===== src/rtl/puf_mux_scanner.sv =====
`default_nettype none
// ============================================================================
//  Module   : puf_mux_scanner
//  Purpose  : Walks a registered select across N_IN PUF response cells under
//             a per-challenge enable mask. Each enabled cell gets a settle
//             delay followed by SAMPLES-way majority voting. The voted bits
//             are assembled into a response word with a start/done handshake.
//  Ports    : clk          - system clock, rising edge
//             rst          - synchronous active-high reset
//             start        - scan request, accepted only when idle
//             enable_mask  - per-cell include mask, latched on accepted start
//             d_in         - raw PUF cell outputs, observed only while sampling
//             sel_out      - current cell index (registered)
//             busy         - high while a scan is in progress
//             done         - one-cycle pulse at scan completion
//             response     - voted response word, masked cells read 0
//             resp_mask    - enable mask belonging to response
//  Revision : 1.0 - initial release
// ============================================================================
module puf_mux_scanner #(
    parameter int N_IN    = 16,
    parameter int SETTLE  = 2,
    parameter int SAMPLES = 3,
    localparam int SEL_W  = $clog2(N_IN)
) (
    input  logic             clk,
    input  logic             rst,
    input  logic             start,
    input  logic [N_IN-1:0]  enable_mask,
    input  logic [N_IN-1:0]  d_in,
    output logic [SEL_W-1:0] sel_out,
    output logic             busy,
    output logic             done,
    output logic [N_IN-1:0]  response,
    output logic [N_IN-1:0]  resp_mask
);

    // One shared counter serves both the settle and the sample phases.
    localparam int CNT_MAX = (SETTLE > SAMPLES) ? SETTLE : SAMPLES;
    localparam int CNT_W   = $clog2(CNT_MAX + 1);
    localparam int ONES_W  = $clog2(SAMPLES + 1);

    localparam logic [CNT_W-1:0]  c_SETTLE_LAST = CNT_W'(SETTLE - 1);
    localparam logic [CNT_W-1:0]  c_SAMPLE_LAST = CNT_W'(SAMPLES - 1);
    localparam logic [CNT_W-1:0]  c_CNT_ONE     = CNT_W'(1);
    localparam logic [ONES_W-1:0] c_ONES_ONE    = ONES_W'(1);
    localparam logic [ONES_W-1:0] c_VOTE_THR    = ONES_W'(SAMPLES / 2);
    localparam logic [SEL_W-1:0]  c_SEL_LAST    = SEL_W'(N_IN - 1);
    localparam logic [SEL_W-1:0]  c_SEL_ONE     = SEL_W'(1);

    localparam logic [2:0] c_ST_IDLE   = 3'd0;
    localparam logic [2:0] c_ST_SETTLE = 3'd1;
    localparam logic [2:0] c_ST_SAMPLE = 3'd2;
    localparam logic [2:0] c_ST_WRITE  = 3'd3;
    localparam logic [2:0] c_ST_SKIP   = 3'd4;
    localparam logic [2:0] c_ST_DONE   = 3'd5;

    logic [2:0]        r_state;
    logic [2:0]        w_state_nxt;
    logic [CNT_W-1:0]  r_cnt;
    logic [CNT_W-1:0]  w_cnt_nxt;
    logic [ONES_W-1:0] r_ones;
    logic [SEL_W-1:0]  r_sel;
    logic [N_IN-1:0]   r_mask;
    logic [N_IN-1:0]   r_response;
    logic [N_IN-1:0]   r_resp_mask;
    logic              r_busy;
    logic              r_done;

    logic [SEL_W-1:0]  w_sel_inc;
    logic              w_last;

    // w_sel_inc may wrap or exceed N_IN-1 on the last cell; it is only
    // consumed when w_last is low, so unused select codes are never driven.
    assign w_sel_inc = r_sel + c_SEL_ONE;
    assign w_last    = (r_sel == c_SEL_LAST);

    always_comb begin
        w_state_nxt = r_state;
        w_cnt_nxt   = '0;
        case (r_state)
            c_ST_IDLE: begin
                if (start) begin
                    w_state_nxt = enable_mask[0] ? c_ST_SETTLE : c_ST_SKIP;
                end
            end
            c_ST_SETTLE: begin
                if (r_cnt == c_SETTLE_LAST) begin
                    w_state_nxt = c_ST_SAMPLE;
                end else begin
                    w_cnt_nxt = r_cnt + c_CNT_ONE;
                end
            end
            c_ST_SAMPLE: begin
                if (r_cnt == c_SAMPLE_LAST) begin
                    w_state_nxt = c_ST_WRITE;
                end else begin
                    w_cnt_nxt = r_cnt + c_CNT_ONE;
                end
            end
            c_ST_WRITE, c_ST_SKIP: begin
                if (w_last) begin
                    w_state_nxt = c_ST_DONE;
                end else if (r_mask[w_sel_inc]) begin
                    w_state_nxt = c_ST_SETTLE;
                end else begin
                    w_state_nxt = c_ST_SKIP;
                end
            end
            c_ST_DONE: w_state_nxt = c_ST_IDLE;
            default:   w_state_nxt = c_ST_IDLE;
        endcase
    end

    always_ff @(posedge clk) begin
        if (rst) begin
            r_state     <= c_ST_IDLE;
            r_cnt       <= '0;
            r_ones      <= '0;
            r_sel       <= '0;
            r_mask      <= '0;
            r_response  <= '0;
            r_resp_mask <= '0;
            r_busy      <= 1'b0;
            r_done      <= 1'b0;
        end else begin
            r_state <= w_state_nxt;
            r_cnt   <= w_cnt_nxt;
            r_done  <= 1'b0;
            case (r_state)
                c_ST_IDLE: begin
                    if (start) begin
                        r_mask     <= enable_mask;
                        r_response <= '0;
                        r_sel      <= '0;
                        r_ones     <= '0;
                        r_busy     <= 1'b1;
                    end
                end
                c_ST_SAMPLE: begin
                    if (d_in[r_sel]) begin
                        r_ones <= r_ones + c_ONES_ONE;
                    end
                end
                c_ST_WRITE, c_ST_SKIP: begin
                    if (r_state == c_ST_WRITE) begin
                        r_response[r_sel] <= (r_ones > c_VOTE_THR);
                        r_ones            <= '0;
                    end
                    // done, busy and resp_mask all change on the edge into
                    // DONE so they line up with the final response bit.
                    if (w_last) begin
                        r_busy      <= 1'b0;
                        r_done      <= 1'b1;
                        r_resp_mask <= r_mask;
                    end else begin
                        r_sel <= w_sel_inc;
                    end
                end
                default: ;
            endcase
        end
    end

    assign sel_out   = r_sel;
    assign busy      = r_busy;
    assign done      = r_done;
    assign response  = r_response;
    assign resp_mask = r_resp_mask;

endmodule
`default_nettype wire


===== config.mk =====
export PLATFORM = sky130hd
export DESIGN_NAME = puf_mux_scanner
export DESIGN_NICKNAME = d
export VERILOG_FILES = /design/src/rtl/puf_mux_scanner.sv
export SDC_FILE = /design/constraint.sdc
export NUM_CORES = 1
export LEC_CHECK = 0
export ABC_AREA = 0
export BUFFER_PORTS_ARGS = -buffer_cell sky130_fd_sc_hd__buf_2
export CORE_MARGIN = 3
export CORE_UTILIZATION = 25
export CTS_CLUSTER_SIZE = 10
export DETAILED_ROUTE_END_ITERATION = 8
export PLACE_DENSITY = 0.43
export SYNTH_ARGS = -nofsm -noshare
export SYNTH_HDL_FRONTEND = slang
export SYNTH_SLANG_ARGS = --single-unit

===== constraint.sdc =====
create_clock -name clk -period 4.6 [get_ports clk]
set_input_delay 0.23 -clock clk [delete_from_list [all_inputs] [get_ports clk]]
set_output_delay 0.23 -clock clk [all_outputs]
set_load 0.05 [all_outputs]

---- Word-level counts from Yosys, hierarchy flattened ----
Cells that the tools add are included.
operators by class
  bitwise logic cells ..................... 1
  equality and inequality tests ........... 14
  order comparisons ....................... 4
  reduce and logical (&&, ||, !) cells .... 13
  multiplexer cells ....................... 31
  add/sub/neg operators ................... 3
operator list
  operator               number
  $mux W16               2
  $pmux W16 S2           1
  $mux W3                6
  $bwmux W16             1
  $ne A2 B2 Y1 const B   7
  $pmux W3 S4            1
  $reduce_and A3 Y1      4
  $lt A4 B5 Y1 const B   2
  $mux W2                5
  $bmux W1 S4            2
  $mux W4                2
  $pmux W4 S2            1
  $eq A3 B2 Y1 const B   2
  $mux W1                6
  $pmux W2 S3            1
  $add A2 B1 Y2 const B  2
  $add A4 B1 Y4 const B  1
  $demux W1 S4           1
  $eq A4 B4 Y1 const B   1
  $ge A4 B1 Y1 const B   1
  $pmux W2 S2            1
  $reduce_and A2 Y1      2
  $reduce_and A4 Y1      1
  $reduce_or A2 Y1       2
  11 further kinds       11
word-level totals
  flip-flop bits (word level) ............. 61

---- Depth between registers and ports, before layout ----
Gate-level depths: netlist (run 1).
  word-level depth ........................ 7
  mapped depth ............................ 8
  mapped depth without buffers ............ 6

---- Least setup slack after synthesis (run 1) ----
No wires, ideal clock.
  path kind ............................... reg2reg
  start ................................... reg r_sel[0], in the netlist sel_out[0]
  end ..................................... reg r_state[0]
  library setup time ...................... 0.117 ns
  stages on the path, launching flop included .. 9
  clock period less this slack ............ 3.012 ns
  path slack .............................. 1.588 ns
  buffers on the path ..................... 2
  data arrival time ....................... 2.895 ns
  cells stage by stage .................... dfxtp_1 -> buf_2 -> inv_1 -> ha_1 -> buf_6 -> mux4_2 -> mux4_2 -> a211o_1 -> a22o_1
on the way
  cells in the longest elaborated chain, start to end .. 6
  elaborated cells on any way between the ends .. 7
  classes of those cells .................. 1 x add/sub; 1 x eq/ne; 5 x mux
ends and longest elaborated chain
  what                           line  RTL
  start, declared                63    logic [SEL_W-1:0] r_sel;
  start signal, assigned         157   r_sel <= w_sel_inc;
  $add A4 B1 Y4                  75    assign w_sel_inc = r_sel + c_SEL_ONE;
  $bmux W1 S4                    104   end else if (r_mask[w_sel_inc]) begin
  $mux W1 (implied by the code)  104
  $mux W3                        104
  $mux W3 *                      102   if (w_last) begin
  $pmux W3 S4 *                  81    case (r_state)
  end signal, assigned           117   r_state <= c_ST_IDLE;
  end signal, assigned           127   r_state <= w_state_nxt;
  end, declared                  58    logic [2:0] r_state;
Mark *: on every way between the ends. The rest lies on a longest branch, timed or not. The select of a mux whose other input is x is not followed.
A chain may end at the register's enable or synchronous reset.

---- Worst setup path after layout (run 1) ----
Same ends and word-level chain as after synthesis.

==> parameters.txt, run 1 <==
Parameter                              Value

Routing
  Drt first-iter violations ... 164
  Via-per-instance ratio ... 4.70
  Drt wl/cell ... 13.9 microns
  Number of iterations in the first detailed-routing pass ... 4
  Wirelength, routed ... 7670 microns
  Via count ... 2597
  ANT nets after route ... 0
  DR DRC count ... 0

Place
  Pre-CTS setup slack ... 1590 ps
  Half-perimeter wire length after detailed placement ... 5250 microns
  Global placement routability congestion ... 0.679
  Number of buffers inserted by port buffering ... 72

Synth
  Post-Syn Area per Cell ... 7.99 sq um
  Share of synthesized cell area in and, or, nand and nor gates ... 20.7%
  Ys Warns ... 0
  Library cells used by synthesis ... 32
  Cell area after technology mapping ... 2810 sq um
  Async set-or-reset flop fraction in the synthesized netlist ... 0%
  Share of the yosys chip area belonging to registers ... 43.4%
  Number of enable-type register cells in the synthesized netlist ... 0
  Number of instances in the synthesized netlist ... 352
  Net count after synthesis ... 392
  Predominant post-synthesis flop cell ... dfxtp_1
  Cells taking the most area after synthesis ... dfxtp_1 (43%), a21oi_1 (12%), nand2_1 (12%)
  Library cell with the highest instance count after synthesis ... nand2_1
  Synth Area in Compound Gates ... 19.0%
  Combinational family with the most area after synthesis ... simple AND/OR/NAND/NOR gates
  Parity-gate share of the synthesized area counting xor and xnor cells ... 0.623%
  Share of Yosys cell area claimed by the top area cell type ... 43.4%
  Count of state elements after synthesis ... 61
  Multiplexer fraction of the synthesized cell area ... 9.03%
  Adder-cell share of the synthesized area ... 2.22%
  Most used standard cells in the synthesized netlist ... nand2_1 (88), a21oi_1 (70), dfxtp_1 (61)
  Top cell type by total area after synthesis ... dfxtp_1

Worst setup path
  R2R Path End ... r_state[0]
  Data required time of the critical path ... 4820 ps
  Setup slack of the worst register-to-register path ... 1630 ps
  CP Data Arrival Time ... 3180 ps
  Cells on worst reg2reg path ... 6
  Start of the worst register-to-register path ... sel_out[0]
  Startpoint type of the worst setup path ... flop
  WS Path Type ... reg -> reg
  CP Capture Type ... flop
  Worst Setup EP ... r_state[0]
  Launching instance or port of the critical path ... sel_out[0]
  Biggest fanout along the worst timing path ... 14

STA
  Relative slew slack ... 50.8%
  Maximum frequency from static timing analysis ... 337 MHz
  Min setup slack post-route ... 1630 ps
  Crit share post-route ... 64.5%
  Hold Vio Cnt, Final ... 0
  Actual transition at the worst max-transition pin ... 739 ps
  Final-report max-slew violation count ... 0
  Largest clock skew in the final design ... 9.14 ps
  Final TNS setup ... 0 ps
  Final critical path time including I/O delays and setup ... 2970 ps
  Endpoints failing setup ... 0
  Setup repair after global routing missed its margin ... false

Power
  Peak VDD IR ... 171 uV
  Leakage power ... 1.42 nW
  Power per standard cell area ... 382 nW/um^2

Cells and area
  Share of post-route cells with drive strength above 1 ... 24.7%
  Number of fill cells ... 1198
  Storage element area ... 1220 sq um
  Multi-input logic area ... 1450 sq um
  Layout net count ... 448
  Number of antenna repair diodes ... 0
  Layout overhead on the synthesized area ... 25.3%

Floorplanning
  Area of the die ... 12600 sq um
  Floorplan core area ... 10900 sq um
  Number of rows created at floorplan ... 38
  Y dimension of the die ... 112 microns
  Number of top-level design ports ... 73
  Width of the chip ... 112 microns
  Starting Density ... 25.7%

Global route
  Pin count of the biggest net entering global routing ... 50
  Gr usage total ... 12.4%
  Number of global-route vias before repair ... 2537
  Residual overflow from global routing ... 0
  Global-route wire length before repair ... 12600 microns
  Number of antenna violations at the first check in global routing ... 0

CTS
  Number of buffers on the longest clock path ... 2
  Clock network latency to the later pin of the worst-skew pair ... 330 ps
  TritonCTS clock tree ... done
  TritonCTS buffer count ... 9
  Clk slew on worst S/H paths ... 60 ps
  Total setup buffers inserted after CTS ... 0
  Number of sinks driven by the clock tree ... 61
  Hold-fix buffer count after cts ... 0
  CTS-repair resized insts ... 0
  Deepest level of the CTS H-tree ... 3
  Clock Root Buffer ... clkbuf_16

Outcome
  Run status ... finished clean

Job
  Max-cap check violation count ... 0

Worst hold path
  Classification of the worst-slack hold path ... in -> reg
==> cell usage in the layout (no fill, tap or decap), types with 4 or more instances in the layout <==
cell type and instances:
nor2_1 14, ha_1 5, nor3_1 7, inv_1 4, o21ai_1 17, mux2i_1 4, nand3_1 5, buf_2 72
a21oi_1 70, dfxtp_1 61, nand2b_1 4, nor2b_1 8, nand2_1 88, mux4_2 9, clkbuf_16 9
==> through the flow <==
stage	power, mW	hold slack, ps	util (%)	cell area, sq um	cells
2_1_floorplan	0.692	366	-	2810	352
3_3_place_gp	0.737	432	29.7	3250	537
3_5_place_dp	0.737	442	29.7	3250	537
4_1_cts	1.37	120	32.2	3520	553
5_1_grt	1.41	136	32.2	3520	553
6_report	1.35	135	32.2	3520	553
==> routing by layer <==
layer | GRT usage (%) | vias to the layer above | share of wire [%]
met4 | 2.64 | 0 | 0.57
li1 | - | 1319 | -
met1 | 16.6 | 1217 | 49
met5 | 0 | - | 0
met2 | 19.2 | 57 | 45
met3 | 4.69 | 4 | 5.5
==> sequential cells by signal, indices dropped and copies added, names as in the netlist <==
signal,flops
r_ones,2
sel_out,4
r_mask,16
response,16
r_state,3
r_cnt,2
done,1
resp_mask,16
busy,1
==> worst max-delay path, cell delays in order (launching register included) <==
cell and delay [ps]:
dfxtp_1 720, inv_1 180, ha_1 480, mux4_2 540, mux4_2 500, a211o_1 270, a22o_1 170
==> cells by family after synthesis <==
logic type      count (synthesis)
compound gates                101
fa+ha+maj                       5
xor+xnor                        2
buf+inv                        34
simple gates                  135
flops                          61
mux                            14
==> worst min path at each step <==
stage | from | endpoint | slack (ps) | cells past startpoint
6_report | enable_mask[8] | r_mask[8] | 140 | 3
5_1_grt | enable_mask[7] | r_mask[7] | 140 | 3
4_1_cts | enable_mask[8] | r_mask[8] | 120 | 3
3_5_place_dp | r_cnt[0] | r_cnt[0] | 440 | 1
3_3_place_gp | r_cnt[0] | r_cnt[0] | 430 | 1
2_1_floorplan | enable_mask[0] | r_mask[0] | 370 | 2
==> report_power, final <==
| part | internal (mW) | switching [mW] | total, mW |
|---|---|---|---|
| clock network | 0.366 | 0.256 | 0.622 |
| logic | 0.0601 | 0.0917 | 0.152 |
| registers | 0.547 | 0.0248 | 0.572 |
==> layout make-up <==
cell class | instances | share of cell area [%]
sequential | 61 | 34.7
clock inverter | 7 | 1.46
multi-input combinational | 257 | 41.2
timing repair buffer | 75 | 10.9
clock buffer | 9 | 6.39
inverter | 4 | 0.426
tap | 140 | 4.97
No activity file was read; power rests on OpenSTA's default activity.
==> inputs of run 2 (changes only) <==
Settings changed: ABC_AREA 0 to 1, PLACE_DENSITY 0.43 to 0.44.
Clock period 4.6 ns to 2.5 ns, I/O delays scaled along.
==> run 2 against run 1 <==
  * Critical path depth up 5
  * Global-route usage increased by 0.86 points
  * Die area rose by 5.8%
  * Critical path type unchanged
  * Worst setup slack got worse by 1200 ps
  * Via count rose by 14%
  * Cell count rose by 17%
  * Largest power group unchanged
==> parameters.txt, run 2 <==
Parameter                              Value

Worst setup path
  Startpoint type of the worst setup path ... flop
  WS Path Type ... reg -> reg
  CP Capture Type ... flop
  CP Data Arrival Time ... 2360 ps
  Data required time of the critical path ... 2760 ps
  Biggest fanout along the worst timing path ... 19

Global route
  Pin count of the biggest net entering global routing ... 40
  Residual overflow from global routing ... 0
  Number of global-route vias before repair ... 2889
  Global-route wire length before repair ... 14000 microns
  Number of antenna violations at the first check in global routing ... 0
  Gr usage total ... 13.2%

STA
  Largest clock skew in the final design ... 8.92 ps
  Final-report max-slew violation count ... 0
  Crit share post-route ... 84.0%
  Actual transition at the worst max-transition pin ... 687 ps
  Relative slew slack ... 54.1%
  Setup repair after global routing missed its margin ... false
  Endpoints failing setup ... 0
  Final critical path time including I/O delays and setup ... 2100 ps
  Final TNS setup ... 0 ps
  Maximum frequency from static timing analysis ... 476 MHz
  Hold Vio Cnt, Final ... 0

Cells and area
  Most used cells in the layout excluding fill and tap cells ... nand2_1 (72), buf_2 (72), dfxtp_1 (61), nor2_1 (53), a21oi_1 (52)
  Layout overhead on the synthesized area ... 27.1%
  Share of post-route cells with drive strength above 1 ... 25.1%
  Layout net count ... 537
  Number of antenna repair diodes ... 0
  Number of standard cells in the final layout excluding fillers ... 645
  Finished layout cell area ... 3800 sq um

Routing
  Drt wl/cell ... 13.2 microns
  ANT nets after route ... 0
  Number of iterations in the first detailed-routing pass ... 4
  Via-per-instance ratio ... 4.58
  Via count ... 2956
  Wirelength, routed ... 8540 microns
  Drt first-iter violations ... 132
  DR DRC count ... 0

Synth
  Predominant post-synthesis flop cell ... dfxtp_1
  Library cell with the highest instance count after synthesis ... nand2_1
  Post-Syn Area per Cell ... 6.96 sq um
  Library cells used by synthesis ... 27
  Async set-or-reset flop fraction in the synthesized netlist ... 0%
  Number of instances in the synthesized netlist ... 429
  Top cell type by total area after synthesis ... dfxtp_1
  Net count after synthesis ... 469
  Ys Warns ... 0
  Count of state elements after synthesis ... 61
  Share of Yosys cell area claimed by the top area cell type ... 40.9%
  Share of the yosys chip area belonging to registers ... 40.9%
  Cells taking the most area after synthesis ... dfxtp_1 (41%), nand2_1 (9.0%), a21oi_1 (8.7%)
  Cell area after technology mapping ... 2990 sq um
  Number of enable-type register cells in the synthesized netlist ... 0
  Most used standard cells in the synthesized netlist ... nand2_1 (72), dfxtp_1 (61), nor2_1 (53)

Place
  Global placement routability congestion ... 0.797
  Cell Count Post-Placement ... 629
  Half-perimeter wire length after detailed placement ... 6150 microns
  Number of buffers inserted by port buffering ... 72
  Area after DPL ... 3470 sq um

Power
  Leakage power ... 1.67 nW
  Peak VDD IR ... 325 uV
  Total chip power ... 3.54 mW
  Power per standard cell area ... 931 nW/um^2

CTS
  TritonCTS clock tree ... done
  Hold-fix buffer count after cts ... 0
  Deepest level of the CTS H-tree ... 3
  TritonCTS buffer count ... 9
  Clk slew on worst S/H paths ... 60 ps
  CTS-repair resized insts ... 0
  Clock Root Buffer ... clkbuf_16
  Number of sinks driven by the clock tree ... 61
  Clock network latency to the later pin of the worst-skew pair ... 330 ps
  Total setup buffers inserted after CTS ... 0
  Number of buffers on the longest clock path ... 2

Floorplanning
  Y dimension of the die ... 115 microns
  Number of top-level design ports ... 73
  Area of the die ... 13300 sq um
  Starting Density ... 25.8%
  Floorplan core area ... 11600 sq um
  Number of rows created at floorplan ... 39
  Width of the chip ... 115 microns

Outcome
  Run status ... finished clean

Job
  Max-cap check violation count ... 0

Worst hold path
  Classification of the worst-slack hold path ... in -> reg
-- run 2: changes by cell type after synthesis, moves of 8 or more --
cell,before,now
nand3_1,5,46
a21oi_1,70,52
clkbuf_1,26,11
nand2_2,0,10
inv_1,4,38
nor2_1,14,53
mux4_2,9,0
o21ai_1,17,2
a21oi_2,0,10
o21ai_0,2,41
nand2_1,88,72
nor2b_1,8,0
-- run 2: metrics by stage --
stage          hold WS [ps]  setup slack [ps]  utilization [%]
4_1_cts                69.0               368             32.8
3_5_place_dp            409               380             30.0
6_report               81.4               400             32.8
5_1_grt                 111               165             32.8
3_3_place_gp            416               459             30.0
2_1_floorplan           318               269                -
-- run 2: power by group --
group,switching [mW],internal [mW],total (mW)
sequential,0.0810,1.10,1.18
clock,0.474,0.882,1.36
combinational,0.701,0.302,1.00
-- run 2: cell families after synthesis --
family | synth area share, %
AO/OA/AOI/OAI | 19.4
XOR/XNOR | 0.587
adder cells (fa/ha/maj) | 2.09
buffers and inverters | 8.59
flip-flops | 40.9
AND/OR/NAND/NOR | 28.5
-- run 2: path summary, 6_finish.rpt --
kind	start	endpoint	slack [ps]	cells past startpoint
setup / recovery	sel_out[0]	r_state[0]	400	11
hold / removal	enable_mask[10]	r_mask[10]	80	3
setup reg to reg	sel_out[0]	r_state[0]	400	11
hold reg to reg	r_cnt[0]	r_cnt[0]	450	1
-- run 2: area by class of cell --
class                           instances  area, sq um
Clock inverter                          6         95.1
Fill cell                            1262         7770
Clock buffer                           10          229
Tap cell                              143          179
Sequential cell                        61         1220
Multi-Input combinational cell        305         1510
Timing Repair Buffer                   78          405
Inverter                               42          158
-- run 2: worst max-delay path, stage by stage, from the launching register on --
cell and delay [ps]:
dfxtp_1 610, inv_2 250, ha_1 420, inv_1 140
nand3_1 90, nand3_1 70, nand3_1 100, nand2_1 80
nand2_1 50, nand2_1 60, nand2_1 40, a21oi_1 110
-- run 2: metal layers --
layer | up-vias | global-route usage, % | routed length [microns]
met5 | - | 0 | 0
met1 | 1374 | 17.9 | 4150
li1 | 1531 | - | -
met3 | 6 | 2.68 | 248
met2 | 45 | 21.4 | 4040
met4 | 0 | 3.83 | 110
